--- src/rtl/mcycle_issue_ctrl.sv ---
// Issue sequencer between EX and the MCycle mul/div unit: decodes RV32M funct3,
// runs the Start/Busy handshake, resolves div corner cases and reuses paired results.
module mcycle_issue_ctrl #(
  parameter int WIDTH    = 32,
  parameter int TAG_W    = 5,
  parameter int CACHE_EN = 1
) (
  input  logic             CLK,
  input  logic             RESET,
  input  logic             req_valid,
  output logic             req_ready,
  input  logic [2:0]       req_funct3,
  input  logic [WIDTH-1:0] req_rs1,
  input  logic [WIDTH-1:0] req_rs2,
  input  logic [TAG_W-1:0] req_tag,
  output logic             resp_valid,
  input  logic             resp_ready,
  output logic [WIDTH-1:0] resp_data,
  output logic [TAG_W-1:0] resp_tag,
  output logic             stall,
  output logic             mc_start,
  output logic [1:0]       mc_op,
  output logic [WIDTH-1:0] mc_op1,
  output logic [WIDTH-1:0] mc_op2,
  input  logic [WIDTH-1:0] mc_result1,
  input  logic [WIDTH-1:0] mc_result2,
  input  logic             mc_busy
);

  localparam logic [WIDTH-1:0] SMIN = {1'b1, {(WIDTH-1){1'b0}}};

  typedef enum logic [2:0] {
    ST_DRAIN = 3'd0,
    ST_IDLE  = 3'd1,
    ST_ISSUE = 3'd2,
    ST_WAIT  = 3'd3,
    ST_RESP  = 3'd4
  } state_t;

  state_t           state_r;
  state_t           state_s;

  logic [2:0]       funct3_r;
  logic [WIDTH-1:0] rs1_r;
  logic [WIDTH-1:0] rs2_r;

  logic             cache_vld_r;
  logic [1:0]       cache_op_r;
  logic [WIDTH-1:0] cache_a_r;
  logic [WIDTH-1:0] cache_b_r;
  logic [WIDTH-1:0] cache_r1_r;
  logic [WIDTH-1:0] cache_r2_r;

  logic [1:0]       op_s;
  logic             is_div_s;
  logic             div_zero_s;
  logic             div_ovf_s;
  logic             hit_s;
  logic             fast_s;
  logic [WIDTH-1:0] fast_data_s;
  logic [WIDTH-1:0] wait_data_s;
  logic             accept_s;
  logic             capture_s;

  function automatic logic [1:0] decode_op(input logic [2:0] f3);
    logic [1:0] op;
    case (f3)
      3'b000, 3'b001: op = 2'b00;
      3'b010, 3'b011: op = 2'b01;
      3'b100, 3'b110: op = 2'b10;
      3'b101, 3'b111: op = 2'b11;
      default:        op = 2'b00;
    endcase
    return op;
  endfunction

  // MULHSU comes from an unsigned multiply: subtract rs2 from the high word when rs1 is negative.
  function automatic logic [WIDTH-1:0] form_result(
    input logic [2:0]       f3,
    input logic [WIDTH-1:0] a,
    input logic [WIDTH-1:0] b,
    input logic [WIDTH-1:0] r1,
    input logic [WIDTH-1:0] r2
  );
    logic [WIDTH-1:0] res;
    case (f3)
      3'b000, 3'b100, 3'b101: res = r1;
      3'b010:                 res = r2 - (a[WIDTH-1] ? b : {WIDTH{1'b0}});
      3'b001, 3'b011,
      3'b110, 3'b111:         res = r2;
      default:                res = r2;
    endcase
    return res;
  endfunction

  // Request decode, corner-case detection and cache lookup.
  always_comb begin
    op_s        = decode_op(req_funct3);
    is_div_s    = req_funct3[2];
    div_zero_s  = is_div_s && (req_rs2 == {WIDTH{1'b0}});
    div_ovf_s   = is_div_s && !req_funct3[0] &&
                  (req_rs1 == SMIN) && (req_rs2 == {WIDTH{1'b1}});
    hit_s       = (CACHE_EN != 0) && cache_vld_r && (cache_op_r == op_s) &&
                  (cache_a_r == req_rs1) && (cache_b_r == req_rs2);
    fast_s      = div_zero_s || div_ovf_s || hit_s;
    accept_s    = (state_r == ST_IDLE) && req_valid;
    capture_s   = (state_r == ST_WAIT) && !mc_busy;
    wait_data_s = form_result(funct3_r, rs1_r, rs2_r, mc_result1, mc_result2);
    if (div_zero_s) begin
      fast_data_s = req_funct3[1] ? req_rs1 : {WIDTH{1'b1}};
    end else if (div_ovf_s) begin
      fast_data_s = req_funct3[1] ? {WIDTH{1'b0}} : req_rs1;
    end else begin
      fast_data_s = form_result(req_funct3, req_rs1, req_rs2, cache_r1_r, cache_r2_r);
    end
  end

  // Next-state logic.
  always_comb begin
    state_s = state_r;
    case (state_r)
      ST_DRAIN: begin
        if (!mc_busy) state_s = ST_IDLE;
        else          state_s = ST_DRAIN;
      end
      ST_IDLE: begin
        if (req_valid) state_s = fast_s ? ST_RESP : ST_ISSUE;
        else           state_s = ST_IDLE;
      end
      ST_ISSUE: state_s = ST_WAIT;
      ST_WAIT: begin
        if (!mc_busy) state_s = ST_RESP;
        else          state_s = ST_WAIT;
      end
      ST_RESP: begin
        if (resp_ready) state_s = ST_IDLE;
        else            state_s = ST_RESP;
      end
      default: state_s = ST_DRAIN;
    endcase
  end

  // State register and handshake flags, registered from the next state so they track it exactly.
  always_ff @(posedge CLK or posedge RESET) begin
    if (RESET) begin
      state_r    <= ST_DRAIN;
      req_ready  <= 1'b0;
      stall      <= 1'b1;
      mc_start   <= 1'b0;
      resp_valid <= 1'b0;
    end else begin
      state_r    <= state_s;
      req_ready  <= (state_s == ST_IDLE);
      stall      <= (state_s != ST_IDLE);
      mc_start   <= (state_s == ST_ISSUE);
      resp_valid <= (state_s == ST_RESP);
    end
  end

  // Request latch, MCycle operands (held until the next issue) and response data.
  always_ff @(posedge CLK or posedge RESET) begin
    if (RESET) begin
      funct3_r  <= 3'b000;
      rs1_r     <= {WIDTH{1'b0}};
      rs2_r     <= {WIDTH{1'b0}};
      resp_data <= {WIDTH{1'b0}};
      resp_tag  <= {TAG_W{1'b0}};
      mc_op     <= 2'b00;
      mc_op1    <= {WIDTH{1'b0}};
      mc_op2    <= {WIDTH{1'b0}};
    end else begin
      if (accept_s) begin
        funct3_r <= req_funct3;
        rs1_r    <= req_rs1;
        rs2_r    <= req_rs2;
        resp_tag <= req_tag;
        if (fast_s) begin
          resp_data <= fast_data_s;
        end else begin
          mc_op  <= op_s;
          mc_op1 <= req_rs1;
          mc_op2 <= req_rs2;
        end
      end else if (capture_s) begin
        resp_data <= wait_data_s;
      end else begin
        resp_data <= resp_data;
      end
    end
  end

  // One-entry result cache, filled only by an MCycle completion.
  always_ff @(posedge CLK or posedge RESET) begin
    if (RESET) begin
      cache_vld_r <= 1'b0;
      cache_op_r  <= 2'b00;
      cache_a_r   <= {WIDTH{1'b0}};
      cache_b_r   <= {WIDTH{1'b0}};
      cache_r1_r  <= {WIDTH{1'b0}};
      cache_r2_r  <= {WIDTH{1'b0}};
    end else begin
      if (capture_s && (CACHE_EN != 0)) begin
        cache_vld_r <= 1'b1;
        cache_op_r  <= mc_op;
        cache_a_r   <= mc_op1;
        cache_b_r   <= mc_op2;
        cache_r1_r  <= mc_result1;
        cache_r2_r  <= mc_result2;
      end else begin
        cache_vld_r <= cache_vld_r;
      end
    end
  end

endmodule
--- config.mk ---
export PLATFORM = sky130hd
export DESIGN_NAME = mcycle_issue_ctrl
export DESIGN_NICKNAME = d
export VERILOG_FILES = /design/src/rtl/mcycle_issue_ctrl.sv
export SDC_FILE = /design/constraint.sdc
export NUM_CORES = 1
export LEC_CHECK = 0
export CORE_MARGIN = 3
export CORE_UTILIZATION = 50
export DETAILED_ROUTE_END_ITERATION = 16
export PLACE_DENSITY = 0.76
export SETUP_SLACK_MARGIN = 0.02
export SYNTH_ARGS = -nofsm -noshare
export SYNTH_HDL_FRONTEND = slang
export SYNTH_SLANG_ARGS = --single-unit
--- constraint.sdc ---
create_clock -name CLK -period 11.1 [get_ports CLK]
set_clock_uncertainty 0.2 [all_clocks]
set_input_delay 2.22 -clock CLK [delete_from_list [all_inputs] [get_ports CLK]]
set_output_delay 2.22 -clock CLK [all_outputs]
set_load 0.02 [all_outputs]
After elaboration in Yosys (flattened, before gate mapping)
Memories as Yosys holds them, arrays and structs flattened.
Index checks and enable logic that the tools add are counted.
W data, S select, Z words.
{ "totals": {"out_inout_bits": 107, "ff_bits": 308, "romBits": 16, "n_memories": 1, "wordCells": 92, "in_bits": 141} }
{ "classes": {"n_reduce_logical": 24, "eq_ne": 28, "add_sub_neg": 2, "bitwise": 1, "mux": 17} }
{ "memory_table": {"columns": ["memory", "depth", "width", "rd", "rd_ports_with_merged_regs", "wr", "line_no", "rtl"], "rows": [
  ["(no name shown)", 8, 2, 1, 0, 0, "67", "case (f3)"]
]} }
{ "op_table": {"columns": ["cell", "n"], "rows": [
  ["$mux W32", 9],
  ["$pmux W32 S3", 2],
  ["$eq A32 B32 Y1", 2],
  ["$eq A32 B32 Y1 const B", 2],
  ["$sub A32 B32 Y32", 2],
  ["$logic_not A32 Y1", 1],
  ["$eq A3 B3 Y1 const B", 10],
  ["$eq A3 B2 Y1 const B", 7],
  ["$pmux W3 S5", 1],
  ["$eq A3 B1 Y1 const B", 4],
  ["$mux W3", 4],
  ["$logic_and A1 B1 Y1", 9],
  ["$logic_not A3 Y1", 3],
  ["$reduce_or A4 Y1", 2],
  ["$reduce_or A3 Y1", 2],
  ["$reduce_and A2 Y1", 2],
  ["$ne A3 B1 Y1 const B", 1],
  ["$eq A2 B2 Y1", 1],
  ["$logic_not A1 Y1", 2],
  ["$logic_or A1 B1 Y1", 2],
  ["$ne A2 B2 Y1 const B", 1],
  ["$reduce_bool A2 Y1", 1],
  ["$mux W1", 1],
  ["$not A1 Y1", 1]
]} }

Longest topological paths before layout
Gate-level depths: netlist of the first run.
{ "depth": {"ltp_word": 10, "ltp_mapped": 15, "ltp_nobuf": 14} }

Worst setup path after synthesis of the first run
Ideal clock, no wire load.
{ "synth_path": {"path_kind": "input -> register", "startpoint": "input req_rs1[31]", "endpoint": "register resp_data[27]", "setup_slack_ps": 5918, "required_time_ps": 10773, "path_stages": 13, "n_path_buf": 2, "t_arrival_ps": 4855, "path_cell_list": "buf_2 > clkbuf_1 > nand2_1 > ha_1 > a21oi_1 > o211ai_2 > o2111a_1 > a21o_1 > a211o_1 > a221oi_1 > mux2i_1 > nor4_1 > nor3_1"} }
{ "synth_between": {"elab_chain_cells": 7, "word_cells_on_any_way": 17, "cone_classes": "add/sub (1); eq/ne (3); mux (6); reduce/logical (7)"} }
{ "synth_rtl": {"columns": ["item", "line_no", "rtl"], "rows": [
  ["start, declared", "13", "input logic [WIDTH-1:0] req_rs1,"],
  ["$mux W32 or $eq A32 B32 Y1 (tied branches)", "88, 102", null],
  ["$sub A32 B32 Y32 or $logic_and A1 B1 Y1 (tied branches)", "88, 101", null],
  ["$pmux W32 S3 or $logic_and A1 B1 Y1 (tied branches)", "86, 102", null],
  ["$mux W32 or $logic_or A1 B1 Y1 (tied branches)", "111, 105", null],
  ["$mux W32 or $logic_or A1 B1 Y1 (tied branches)", "109, 105", null],
  ["$mux W32 or $ne A2 B2 Y1 (tied branches)", null, null],
  ["$mux W32 or $reduce_and A2 Y1 (tied branches)", null, null],
  ["end signal, assigned", "178", "resp_data <= fast_data_s;"],
  ["end signal, assigned", "185", "resp_data <= wait_data_s;"],
  ["end signal, assigned", "187", "resp_data <= resp_data;"],
  ["end, declared", "18", "output logic [WIDTH-1:0] resp_data,"]
]} }
Several ways; a longest one is shown, not always the timed one. The select of a mux whose other input is x is not followed.
A chain may end at the register's enable or synchronous reset.

Final worst setup path of the first run
{ "layout_path": {"startpoint": "input req_valid", "endpoint": "register resp_data[19]"} }
{ "layout_between": {"elab_chain_cells": 3, "word_cells_on_any_way": 5, "cone_classes": "eq/ne (1); mux (1); reduce/logical (3)"} }
{ "layout_rtl": {"columns": ["item", "line_no", "rtl"], "rows": [
  ["start, declared", "10", "input logic req_valid,"],
  ["$logic_and A1 B1 Y1 (*)", "106", "accept_s = (state_r == ST_IDLE) && req_valid;"],
  ["$ne A2 B2 Y1 (no line) or $reduce_bool A2 Y1 (tied branches)", null, null],
  ["$reduce_and A2 Y1 (no line)", null, null],
  ["end signal, assigned", "166", "resp_data <= {WIDTH{1'b0}};"],
  ["end signal, assigned", "178", null],
  ["end signal, assigned", "185", null]
]} }
Mark *: on every way between the ends. The rest lies on a longest branch, timed or not.

==> summary.md, run 1 <==
| Metric | Value |
|---|---|
| Status | `complete, no violations` |
| Grt ovf | `0` |
| Synthesized cell area | `0.0164 mm²` |
| Hold Buf Count CTS | `0` |
| Cell Int Power | `0.00336 W` |
| Clk_lat worst skew | `just under 0.6 ns` |
| DRT iter0 DRCs | `1879` |
| FF+latch count, synth | `277` |
| Die width | `around 190 µm` |
| Syn Area/Cell | `around 8.6 µm²` |
| Slew @ Worst Pin | `1.30 ns` |
| Detailed Route WL | `around 62000 µm` |
| YS warnings | `0` |
| Port Buf Inserts | `247` |
| Vias in the first global route | `between 15000 and 20000` |
| Pwr dens | `296 mW/mm²` |
| Fmax | `0.161 GHz` |
| Core area | `0.0320 mm²` |
| Worst Hold Class | `reg -> reg` |
| Critical path arrival | `between 6 and 7 ns` |
| Critical path peak fanout | `73` |
| Gp weighted congestion | `0.966` |
| Register area share after synthesis | `42.3%` |
| Antenna violations before repair | `1` |
| Drt first pass iters | `5` |
| CTS Buf Count | `31` |
| Die area | `0.0350 mm²` |
| Peak supply drop | `around 0.00017 V` |
| Yosys top cell by area | `dfrtp_1` |
| Mapped Nets | `2124` |
| Pre-CTS WS | `4.39 ns` |
| CTS tree | `yes` |
| Clock power share | `17.3%` |
| Row cnt | `65` |
| Via/cell ratio | `6.15` |
| Setup crit end kind | `register` |
| Routed Antenna Nets | `0` |
| Number of max-cap violations | `0` |
| Layout cells sized above 1 | `7.66%` |
| Post-synth EDFFs | `0` |
| Sequential power share | `between 30% and 40%` |
| Starting Density | `51.3%` |
| Die height | `187 µm` |
| CTS Root Cell | `clkbuf_16` |
| HPWL Detailed | `44100 µm` |
| Tcrit/Tclk final | `55.9%` |
| Post-synth cell types | `81` |
| Psw | `approximately 0.0026 W` |
| All-layer global routing usage | `34.4%` |
| Synth top area cells | `dfrtp_1, nand2_1, ha_1` |
| Setup-failing EPs final | `0` |
| LEAKAGE | `roughly 9 nW` |
| Fin. max-slew vios | `0` |
| Clock-pin slew on the worst setup and hold paths | `0.07 ns` |
| Final Total Pwr | `0.00598 W` |
| Switching Fraction | `between 40% and 50%` |
| Post-route DRC | `0` |
| CTS Buffer Depth | `3` |
| Most frequent cells in the layout | `nand2_1, dfrtp_1, clkdlybuf4s50_1` |
| Layout net count | `2319` |
| Average routed wire per standard cell | `24.2 µm` |
| Synth Flop Type | `dfrtp_1` |
| Global-route wire length before repair | `93600 µm` |
| Setup crit start kind | `primary input` |
| DR vias | `15780` |
| Final hold violation count | `0` |
| Number of gates resized after cts | `0` |
| Antenna diode count | `0` |
| Final WS setup | `4.90 ns` |
| Setup Crit Path Kind | `in -> reg` |
| Setup_tns | `0 ns` |
| Req. time, crit path | `11.36 ns` |
| Slew headroom | `between 10 and 15%` |
| RSZ-0062 raised after global routing | `false` |
| Postcts setup bufs | `0` |
| Comb power frac | `51.2%` |
| Area Overhead vs Synth | `23.2%` |
| IO Count | `248` |
| CTS sink cnt | `277` |
| Ys async rst share | `100%` |
| Cells after synthesis | `roughly 1900` |
| Share of the synthesized area in the top cell type | `between 40% and 50%` |
| Most common cell after layout, fill and taps aside | `nand2_1` |
| Largest net degree at the start of global routing | `approximately 170` |
| CTS H-tree lvls | `1` |
| Final min period | `6.20 ns` |
-- metrics by stage --
stage / utilization [%] / cell area (µm²) / instances / hold WS (ns)
6_report: 63.2 / 20200 / 2564 / 0.271
3_5_place_dp: 60.0 / 19200 / 2508 / 0.256
5_1_grt: 63.2 / 20200 / 2564 / 0.288
2_1_floorplan: - / 16400 / 1911 / 0.234
4_1_cts: 63.2 / 20200 / 2564 / 0.271
3_3_place_gp: 60.0 / 19200 / 2508 / 0.249
-- cells by family after synthesis --
family	count (synthesis)	share of synthesized area (%)
AOI/OAI and AO/OA	392	15.8
xor gates and xnor gates	105	5.61
adders and majority gates	72	5.58
buffers and inverters	135	3.35
DFF	277	42.3
muxes	74	5.06
and+or+nand+nor	856	22.3
-- final timing paths --
path	startpoint	to	slack (ns)	cells after the start
max reg2reg	state_r[1]	resp_data[19]	6.61	9
max	req_valid	resp_data[19]	4.90	10
max in group asynchronous	RESET	resp_data[29]	7.29	3
min	cache_vld_r	cache_vld_r	0.27	1
min reg2reg	cache_vld_r	cache_vld_r	0.27	1
min in group asynchronous	RESET	mc_op2[11]	1.94	2
-- state kept, by name (all words and copies together) (netlist names), 2 cells and up --
signal / cells
mc_op2: 32
cache_b_r: 32
resp_data: 32
state_r: 3
cache_r2_r: 32
resp_tag: 5
mc_op1: 32
funct3_r: 3
mc_op: 2
cache_r1_r: 32
cache_a_r: 32
rs2_r: 32
cache_op_r: 2
-- area by class of cell --
cell class              count  area (µm²)
clock buffers              49         933
clock inverters             7        81.3
fillers                  2751       11800
inverters                  36         143
multi-input cells        1499        8970
flip-flops and latches    277        6930
well taps                 435         544
repair buffers            261        2590
-- metal layers --
| metal | global-route usage [%] | vias to the layer above | routed length (µm) |
|---|---|---|---|
| li1 | - | 7021 | - |
| met1 | 47.1 | 7612 | 24800 |
| met2 | 52.9 | 973 | 27400 |
| met3 | 8.02 | 172 | 6880 |
| met4 | 14.1 | 2 | 2870 |
| met5 | 0 | - | 13 |
-- worst max-delay path, cell delays in order --
cell	delay (ns)
clkdlybuf4s50_1	0.52
nor4bb_4	0.32
buf_4	0.51
nand2_4	0.35
nor3_4	0.26
buf_4	0.80
a21o_1	1.03
nor2_1	0.11
a21oi_1	0.16
a21oi_1	0.09
-- power by group through the flow --
| stage | Sequential [W] | Clock, W | Combinational, W |
|---|---|---|---|
| after global placement | 0.00186 | 0 | 0.00296 |
| after global routing | 0.00192 | 0.00109 | 0.00331 |
| final | 0.00188 | 0.00104 | 0.00306 |
| after floorplan | 0.00199 | 0 | 0.00174 |
| after CTS | 0.00187 | 0.00104 | 0.00303 |
| after detailed placement | 0.00188 | 0 | 0.00301 |
-- cell usage after synthesis, drive strengths merged, types with 11 or more instances --
cell type and instances:
a21o 19, a21oi 88, a221oi 40, a22oi 19, a31oi 13, buf 19
clkbuf 80, dfrtp 276, ha 70, inv 36, mux2 68, nand2 637
nand2b 11, nand3 25, nand4 31, nor2 63, nor2b 15, nor3 17
nor4 22, o21ai 118, xnor2 70, xor2 35
No activity file was read; power rests on OpenSTA's default activity.
==> inputs of run 2 (changes only) <==
--- a/config.mk
+++ b/config.mk
@@ -8,7 +8,7 @@
 export CORE_MARGIN = 3
 export CORE_UTILIZATION = 50
 export DETAILED_ROUTE_END_ITERATION = 16
-export PLACE_DENSITY = 0.76
+export PLACE_DENSITY = 0.79
 export SETUP_SLACK_MARGIN = 0.02
 export SYNTH_ARGS = -nofsm -noshare
 export SYNTH_HDL_FRONTEND = slang
==> constraint.sdc (replaced) <==
create_clock -name CLK -period 5.15 [get_ports CLK]
set_clock_uncertainty 0.2 [all_clocks]
set_input_delay 1.03 -clock CLK [delete_from_list [all_inputs] [get_ports CLK]]
set_output_delay 1.03 -clock CLK [all_outputs]
set_load 0.02 [all_outputs]
==> summary.md, run 2 (synthesis results as in run 1) <==
| Metric | Value |
|---|---|
| DR vias | `15884 (+0.66%)` |
| R2R depth | `14 (+5)` |
| CTS sink cnt | `277 (unchanged)` |
| CTS Root Cell | `clkbuf_16` |
| Peak supply drop | `0.000399 V (+130%)` |
| Req. time, crit path | `5.43 ns (-5.93 ns)` |
| Postcts setup bufs | `0 (unchanged)` |
| Setup slack, reg-to-reg | `0.86 ns (-5.75 ns)` |
| Pwr dens | `628 mW/mm² (+110%)` |
| Gp weighted congestion | `0.981 (+1.6%)` |
| Setup_tns | `0 ns (unchanged)` |
| FF/Latch Area | `0.00693 mm² (unchanged)` |
| Core area | `0.0320 mm² (unchanged)` |
| Clock-pin slew on the worst setup and hold paths | `0.07 ns (about the same)` |
| Port Buf Inserts | `247 (unchanged)` |
| RSZ-0062 raised after global routing | `false` |
| Critical path arrival | `4.77 ns (-1.69 ns)` |
| Routed Antenna Nets | `0 (unchanged)` |
| Global-route wire length before repair | `93800 µm (+0.17%)` |
| Setup Crit Path Kind | `in -> reg` |
| Post-route cell area | `0.0206 mm² (+1.8%)` |
| Slew headroom | `24.4% (+12 points)` |
| GR met3 Demand/Resource | `7.89% (-0.13 points)` |
| CTS tree | `yes` |
| Multi-input gate area | `0.00897 mm² (about the same)` |
| GRT Max-Usage Layer | `met2` |
| Antenna violations before repair | `3 (+2)` |
| IO Count | `248 (unchanged)` |
| HPWL Detailed | `45200 µm (+2.5%)` |
| CTS Buf Count | `30 (-3.2%)` |
| LEAKAGE | `9.19 nW (+2.4%)` |
| Placed cell areas | `0.0196 mm² (+1.9%)` |
| Die height | `187 µm (unchanged)` |
| Clk_lat worst skew | `0.60 ns (about the same)` |
| Starting Density | `51.3% (unchanged)` |
| Tcrit/Tclk final | `87.2%` |
| DRT iter0 DRCs | `1604 (-15%)` |
| Largest net degree at the start of global routing | `117 (-32%)` |
| Die width | `187 µm (unchanged)` |
| Layout net count | `2362 (+1.9%)` |
| Fillers | `2654 (-3.5%)` |
| Final hold violation count | `0 (unchanged)` |
| Setup-failing EPs final | `0 (unchanged)` |
| Reg-to-Reg Start | `rs1_r[31]` |
| Critical path peak fanout | `4 (-95%)` |
| Average routed wire per standard cell | `23.5 µm (-2.6%)` |
| Vias in the first global route | `15824 (+1.4%)` |
| Layout cells sized above 1 | `9.41% (+1.7 points)` |
| Via/cell ratio | `6.10 (-0.96%)` |
| Placed cells | `2552 (+1.8%)` |
| Final min period | `approximately 4.5 ns` |
| Post-Layout Cell Count | `2606 (+1.6%)` |
| Slew @ Worst Pin | `1.13 ns (-0.173 ns)` |
| Hold Buf Count CTS | `0 (unchanged)` |
| Post-route DRC | `0 (unchanged)` |
| Critical R2R Capture | `resp_data[30]` |
| Number of max-cap violations | `0 (unchanged)` |
| Drt first pass iters | `5 (unchanged)` |
| HP Start | `rs2_r[0]` |
| Worst Setup EP | `resp_data[30]` |
| Setup crit end kind | `register` |
| Critical Path Start | `mc_result2[0]` |
| Setup crit start kind | `primary input` |
| Number of gates resized after cts | `0 (unchanged)` |
| Most frequent cells in the layout | `nand2_1, dfrtp_1, clkdlybuf4s50_1` |
| CTS Buffer Depth | `3 (unchanged)` |
| Fin. max-slew vios | `0 (unchanged)` |
| Final Total Pwr | `0.0129 W (+120%)` |
| Grt ovf | `0 (unchanged)` |
| Detailed Route WL | `61300 µm (-1.0%)` |
| Status | `complete, no violations` |
| Fmax | `about 0.22 GHz` |
| GR Util met2 | `54.4% (+1.5 points)` |
| All-layer global routing usage | `34.3% (-0.13 points)` |
| M1 GR Usage | `45.3% (-1.8 points)` |
| Most common cell after layout, fill and taps aside | `nand2_1` |
| Die area | `0.0350 mm² (unchanged)` |
| Row cnt | `65 (unchanged)` |
| Area Overhead vs Synth | `25.3%` |
| Worst Hold Class | `reg -> reg` |
| CTS H-tree lvls | `1 (unchanged)` |
run 2: metrics by stage:
| stage | hold WS (ns) | util (%) | worst slack [ns] |
|---|---|---|---|
| 3_5_place_dp | 0.260 | 61.2 | 0.146 |
| 3_3_place_gp | 0.249 | 61.2 | 0.225 |
| 6_report | 0.274 | 64.3 | 0.659 |
| 2_1_floorplan | 0.234 | - | 0.255 |
| 4_1_cts | 0.274 | 64.3 | 0.753 |
| 5_1_grt | 0.293 | 64.3 | 0.443 |
run 2: worst min path at each step:
stage | endpoint | slack (ns) | depth (start not counted)
2_1_floorplan | cache_vld_r | 0.23 | 1
3_3_place_gp | cache_vld_r | 0.25 | 1
3_5_place_dp | rs2_r[0] | 0.26 | 2
4_1_cts | rs2_r[0] | 0.27 | 2
5_1_grt | rs2_r[26] | 0.29 | 2
6_report | rs2_r[0] | 0.27 | 2
run 2: final cells by class:
type | instances | area share (%)
Sequential cell | 277 | 33.7
Tap cell | 435 | 2.65
Clock inverter | 10 | 0.767
Multi-Input combinational cell | 1499 | 43.6
Inverter | 36 | 0.676
Clock buffer | 42 | 4.07
Timing Repair Buffer | 305 | 14.5
Antenna cell | 2 | 0.0244
run 2: power by group:
part / total [W] / internal (W) / switching [W]
combinational: 0.00665 / 0.00281 / 0.00384
clock: 0.00223 / 0.00128 / 0.000947
sequential: 0.00402 / 0.00320 / 0.000818
run 2: critical path, stage by stage:
cell             delay [ns]
clkdlybuf4s50_1        0.51
inv_1                  0.06
ha_1                   0.21
inv_1                  0.08
fa_1                   0.23
a211oi_1               0.09
o21ai_1                0.27
o2111ai_1              0.27
a21oi_1                0.55
a311oi_1               0.17
buf_4                  0.19
o31ai_1                0.42
a21o_1                 0.24
nor4b_2                0.07
a211o_1                0.27
o2111a_1               0.11
run 2: per-layer routing:
metal,share of wire [%],wire length (µm)
met4,4.8,2910
met2,45,27900
met1,40,24400
met5,0.049,30
met3,9.9,6100
==> edit 1: new RTL, settings of run 2 <==
Make the reset (`RESET`) synchronous in 3 clocked blocks.
--- a/src/rtl/mcycle_issue_ctrl.sv
+++ b/src/rtl/mcycle_issue_ctrl.sv
@@ -142,5 +142,5 @@
 
   // State register and handshake flags, registered from the next state so they track it exactly.
-  always_ff @(posedge CLK or posedge RESET) begin
+  always_ff @(posedge CLK) begin
     if (RESET) begin
       state_r    <= ST_DRAIN;
@@ -159,5 +159,5 @@
 
   // Request latch, MCycle operands (held until the next issue) and response data.
-  always_ff @(posedge CLK or posedge RESET) begin
+  always_ff @(posedge CLK) begin
     if (RESET) begin
       funct3_r  <= 3'b000;
@@ -191,5 +191,5 @@
 
   // One-entry result cache, filled only by an MCycle completion.
-  always_ff @(posedge CLK or posedge RESET) begin
+  always_ff @(posedge CLK) begin
     if (RESET) begin
       cache_vld_r <= 1'b0;
Formal check against the unedited RTL: differs if RESET is asserted again (counterexample within 4 cycles, from zero or initial values and one cycle with RESET high); with RESET held inactive, the same outputs for 4 cycles.
==> edit 1 against run 2 <==
  * First-iteration DRC count is 21% higher
  * Routed wire length up 6.9%
  * Critical path depth fell by 2
  * Register-to-register slack improved by 0.27 ns
  * Sequential share of layout area is 6.3 points lower
  * Global-route usage rose by 2.1 points
  * Area after synthesis fell by 1.5%
  * Sequential cell count unchanged
  * Worst setup slack improved by 0.086 ns
  * Largest cell class unchanged
  * Via count up 7.6%
  * Cell area decreased by 1.7%
Power is not compared: it rests on default switching activity, and its combinational part moved more than twofold at a synthesized area within 25%.
==> edit 1: results (changes against run 2) <==
maximum vdd drop - 245 uV
WHS Path Cells - 2 (unchanged)
CTS H-Tree Depth - 1 (unchanged)
DP Wirelength - 47800 um (+5.8%)
synth unique cells - 92 (+14%)
largest net degree at the start of global routing - 145 (+24%)
YS warnings - 0 (unchanged)
share of layout cells above drive strength 1 - 0.0635 (-0.0306)
WL per Instance - 24.1 um (+2.5%)
leakage - 7.25 nW
delay-heaviest family, CP - compound AO/OA/AOI/OAI gates
Pre-Repair DR Iteration Count - 6 (+1)
Worst-Margin Slew - 0.923 ns (-0.206 ns)
Overall Global Routing Usage - 0.364 (+0.0211)
drt initial violations - 1939 (+21%)
number of global-route vias before repair - 15786 (-0.24%)
sequential fraction of the synthesis area - 0.343 (-0.0794)
Mapped Nets - 2302 (+8.4%)
Critical-path top delay cell - clkdlybuf4s50_1
Clock Root Buffer - clkbuf_16
Worst R2R Path Depth - 12 (-2)
worst skew pair latency - 0.58 ns (-0.02 ns)
r2r startpoint - rs1_r[31]
routability cong. - 1.00 (+2.2%)
post_cts resized - 0 (unchanged)
Antenna diodes - 0 (-2)
outcome - finished, final reports clean
clock slew at reported path FFs - 0.06 ns
Gate Count Post-Synth - 2089 (+9.3%)
final WL - 65500 um (+6.9%)
worst hold path type - reg -> reg
pre-CTS setup slack - 0.220 ns (+0.0744 ns)
worst hold path startpoint - resp_tag[4]
Layout Nets - 2504 (+6.0%)
total CTS buffers - 31 (+3.3%)
slowest stage delay, CP - 0.53 ns (-0.02 ns)
top cells by count, synth - 468 x nand2_1, 277 x dfxtp_1, 254 x a21oi_1
peak fanout along the critical path - 7 (+3)
CTS Buffer Depth - 3 (unchanged)
DR vias/cell - 6.29 (+3.2%)
PortBufs - 247 (unchanged)
# Post-CTS Setup Buffers - 0 (unchanged)
placed insts - 2660 (+4.2%)
antenna violations before repair - 2 (-1)
Critical Path Start - req_rs1[31]
main area contributors after synthesis - dfxtp_1 34%, nand2_1 11%, a21oi_1 7.9%, ha_1 5.4%, mux2i_1 4.7%
asr flop ratio synth - 0 (-1.00)
global-route wire length before repair - 96700 um (+3.1%)
Fill cells - 2808 (+5.8%)
WP data arrival - 4.63 ns (-0.14 ns)
[edit 1: worst paths after layout]
kind	end	slack, ns
max	resp_data[28]	0.75
min	resp_tag[4]	0.25
max reg2reg	resp_data[27]	1.13
min reg2reg	resp_tag[4]	0.25
[edit 1: per-stage QoR]
step,instance area (um2),total power [mW],hold slack (ns)
floorplan,16200,2.79,0.232
global placement,19100,3.24,0.242
detailed placement,19100,3.25,0.244
CTS,20200,5.63,0.253
global route,20200,5.80,0.273
finish,20200,5.66,0.254
[edit 1: final cells by class]
class | count | area [um2] | area share
Multi-Input combinational cell | 1638 | 9940 | 0.492
Sequential cell | 277 | 5550 | 0.274
Timing Repair Buffer | 306 | 2990 | 0.148
Clock buffer | 43 | 861 | 0.0426
Tap cell | 402 | 503 | 0.0249
Clock inverter | 14 | 235 | 0.0116
Inverter | 37 | 139 | 0.00687
[edit 1: routing by layer]
metal,GRT usage,share of wire
met5,0,0.00034
met4,0.115,0.033
met3,0.0623,0.11
met2,0.552,0.43
met1,0.528,0.43
[edit 1: power breakdown]
| part | switching, mW | leakage, nW | internal (mW) | total (mW) |
|---|---|---|---|---|
| registers | 0.0440 | 2.24 | 2.19 | 2.24 |
| logic | 0.601 | 4.48 | 0.394 | 0.995 |
| clock network | 0.958 | 0.532 | 1.47 | 2.42 |
| total | 1.60 | 7.25 | 4.05 | 5.66 |
[edit 1: logic make-up after synthesis]
| logic type | after synthesis | share of synthesized area |
|---|---|---|
| buf+inv | 174 | 0.0433 |
| fa+ha+maj | 72 | 0.0567 |
| flops | 277 | 0.343 |
| mux | 78 | 0.0485 |
| simple gates | 809 | 0.225 |
| xor+xnor | 83 | 0.0450 |
| compound gates | 596 | 0.238 |
==> edit 2: new RTL, flow settings as in run 2 <==
Without the edit above. The parameter `TAG_W` goes from 5 to 6.
--- a/src/rtl/mcycle_issue_ctrl.sv
+++ b/src/rtl/mcycle_issue_ctrl.sv
@@ -3,5 +3,5 @@
 module mcycle_issue_ctrl #(
   parameter int WIDTH    = 32,
-  parameter int TAG_W    = 5,
+  parameter int TAG_W    = 6,
   parameter int CACHE_EN = 1
 ) (
Ports: changed (resized req_tag and resp_tag); port bits go from 248 to 250. The function was not compared with the original's and may differ.
==> edit 2 against run 2 <==
  * Non-clock buffer count rose by 14
  * Critical path type unchanged
  * Largest cell class unchanged
  * Register-to-register slack improved by 0.22 ns
  * Combinational power rose by 3.6%
  * Critical path depth fell by 2
  * Cell area rose by 1.6%
  * Worst setup slack got worse by 0.24 ns
  * Clock power rose by 4%
  * Routed wire length rose by 5.8%
  * Sequential cell count rose by 1
  * Fmax fell by 5.0%
  * Area after synthesis rose by 0.68%
  * Power rose by 3.0%
==> edit 2: results (changes against run 2) <==
Layout clock buffers - 43 (+2.4%)
Worst Hold End - resp_data[1]
DP Wirelength - 47700 um (+5.5%)
post-layout minimum cycle time - 4.73 ns (+0.235 ns)
Synth Area in Adders - 0.0555 (-0.000377)
area of the multi-input gates - 9080 um2 (+1.2%)
Fill cells - 2700 (+1.7%)
worst hold path startpoint - resp_data[1]
mux share of post-synthesis cell area - 0.0536 (+0.00299)
xor and xnor fraction of the mapped netlist area - 0.0493 (-0.00674)
peak fanout along the critical path - 8 (+4)
Layout area overhead - 26.4%
Worst R2R Path Depth - 12 (-2)
Critical-path top delay cell - a2111oi_0
outcome - finished, final reports clean
Hold Slack - 0.269 ns (-0.00545 ns)
total CTS buffers - 31 (+3.3%)
synth unique cells - 71 (-12%)
global-route wire length before repair - 99100 um (+5.7%)
Avg Inst Size Synth - 8.54 um2 (-0.52%)
Overall Global Routing Usage - 0.363 (+0.0203)
drt initial violations - 1982 (+24%)
multi-input gates - 1520 (+1.4%)
WL per Instance - 24.5 um (+4.2%)
DR vias/cell - 6.18 (+1.4%)
largest net degree at the start of global routing - 131 (+12%)
Signal buf overhead - 0.148 (+0.00363)
number of global-route vias before repair - 16117 (+1.9%)
DP Area - 19800 um2 (+1.3%)
met2 WL - 27300 um (-2.0%)
antenna violations before repair - 2 (-1)
Critical Path Start - req_rs1[31]
Synth Area in Compound Gates - 0.159 (+0.000903)
clk cell area share - 0.0510 (+0.00267)
M1 WL - 27000 um (+11%)
slowest stage delay, CP - 0.71 ns (+0.16 ns)
sequential fraction of the synthesis area - 0.421 (-0.00134)
Mapped Nets - 2148 (+1.1%)
leakage - 9.52 nW (+3.5%)
met3 WL post-DR - 8140 um (+33%)
Slew headroom - 0.283 (+0.0382)
reg-to-reg slack, setup - 1.08 ns (+0.22 ns)
Internal Power - 7.44 mW (+2.0%)
Antenna diodes - 0 (-2)
share of layout cells above drive strength 1 - 0.0969 (+0.00282)
pre-CTS setup slack - -0.0541 ns (-0.200 ns)
WP data arrival - 4.99 ns (+0.22 ns)
top cells by count, synth - 628 x nand2_1, 277 x dfrtp_1, 98 x o21ai_0
CTS sink cnt - 278 (+0.36%)
Worst R2R End - resp_data[31]
edit 2: changes by cell type in the layout (fill, tap and decap cells not counted), moves of 9 or more:
cell | run 2 | this run
o31ai_1 | 2 | 11
xor2_1 | 35 | 50
nand2b_1 | 11 | 26
a22o_1 | 3 | 12
and3_1 | 3 | 13
a221o_1 | 8 | 17
nor4_1 | 19 | 28
buf_4 | 53 | 64
xnor2_1 | 70 | 43
o21ai_0 | 114 | 98
edit 2: metal layers:
| metal | vias up | GRT usage |
|---|---|---|
| li1 | 7263 | - |
| met1 | 7909 | 0.522 |
| met2 | 1022 | 0.529 |
| met3 | 151 | 0.105 |
| met4 | 4 | 0.120 |
| met5 | - | 0 |
edit 2: power groups by stage:
stage | clock network (mW) | registers (mW) | logic, mW
2_1_floorplan | 0 | 4.31 | 3.82
3_3_place_gp | 0 | 4.02 | 6.66
3_5_place_dp | 0 | 4.05 | 6.73
4_1_cts | 2.35 | 4.04 | 6.79
5_1_grt | 2.43 | 4.18 | 7.45
6_report | 2.33 | 4.07 | 6.89
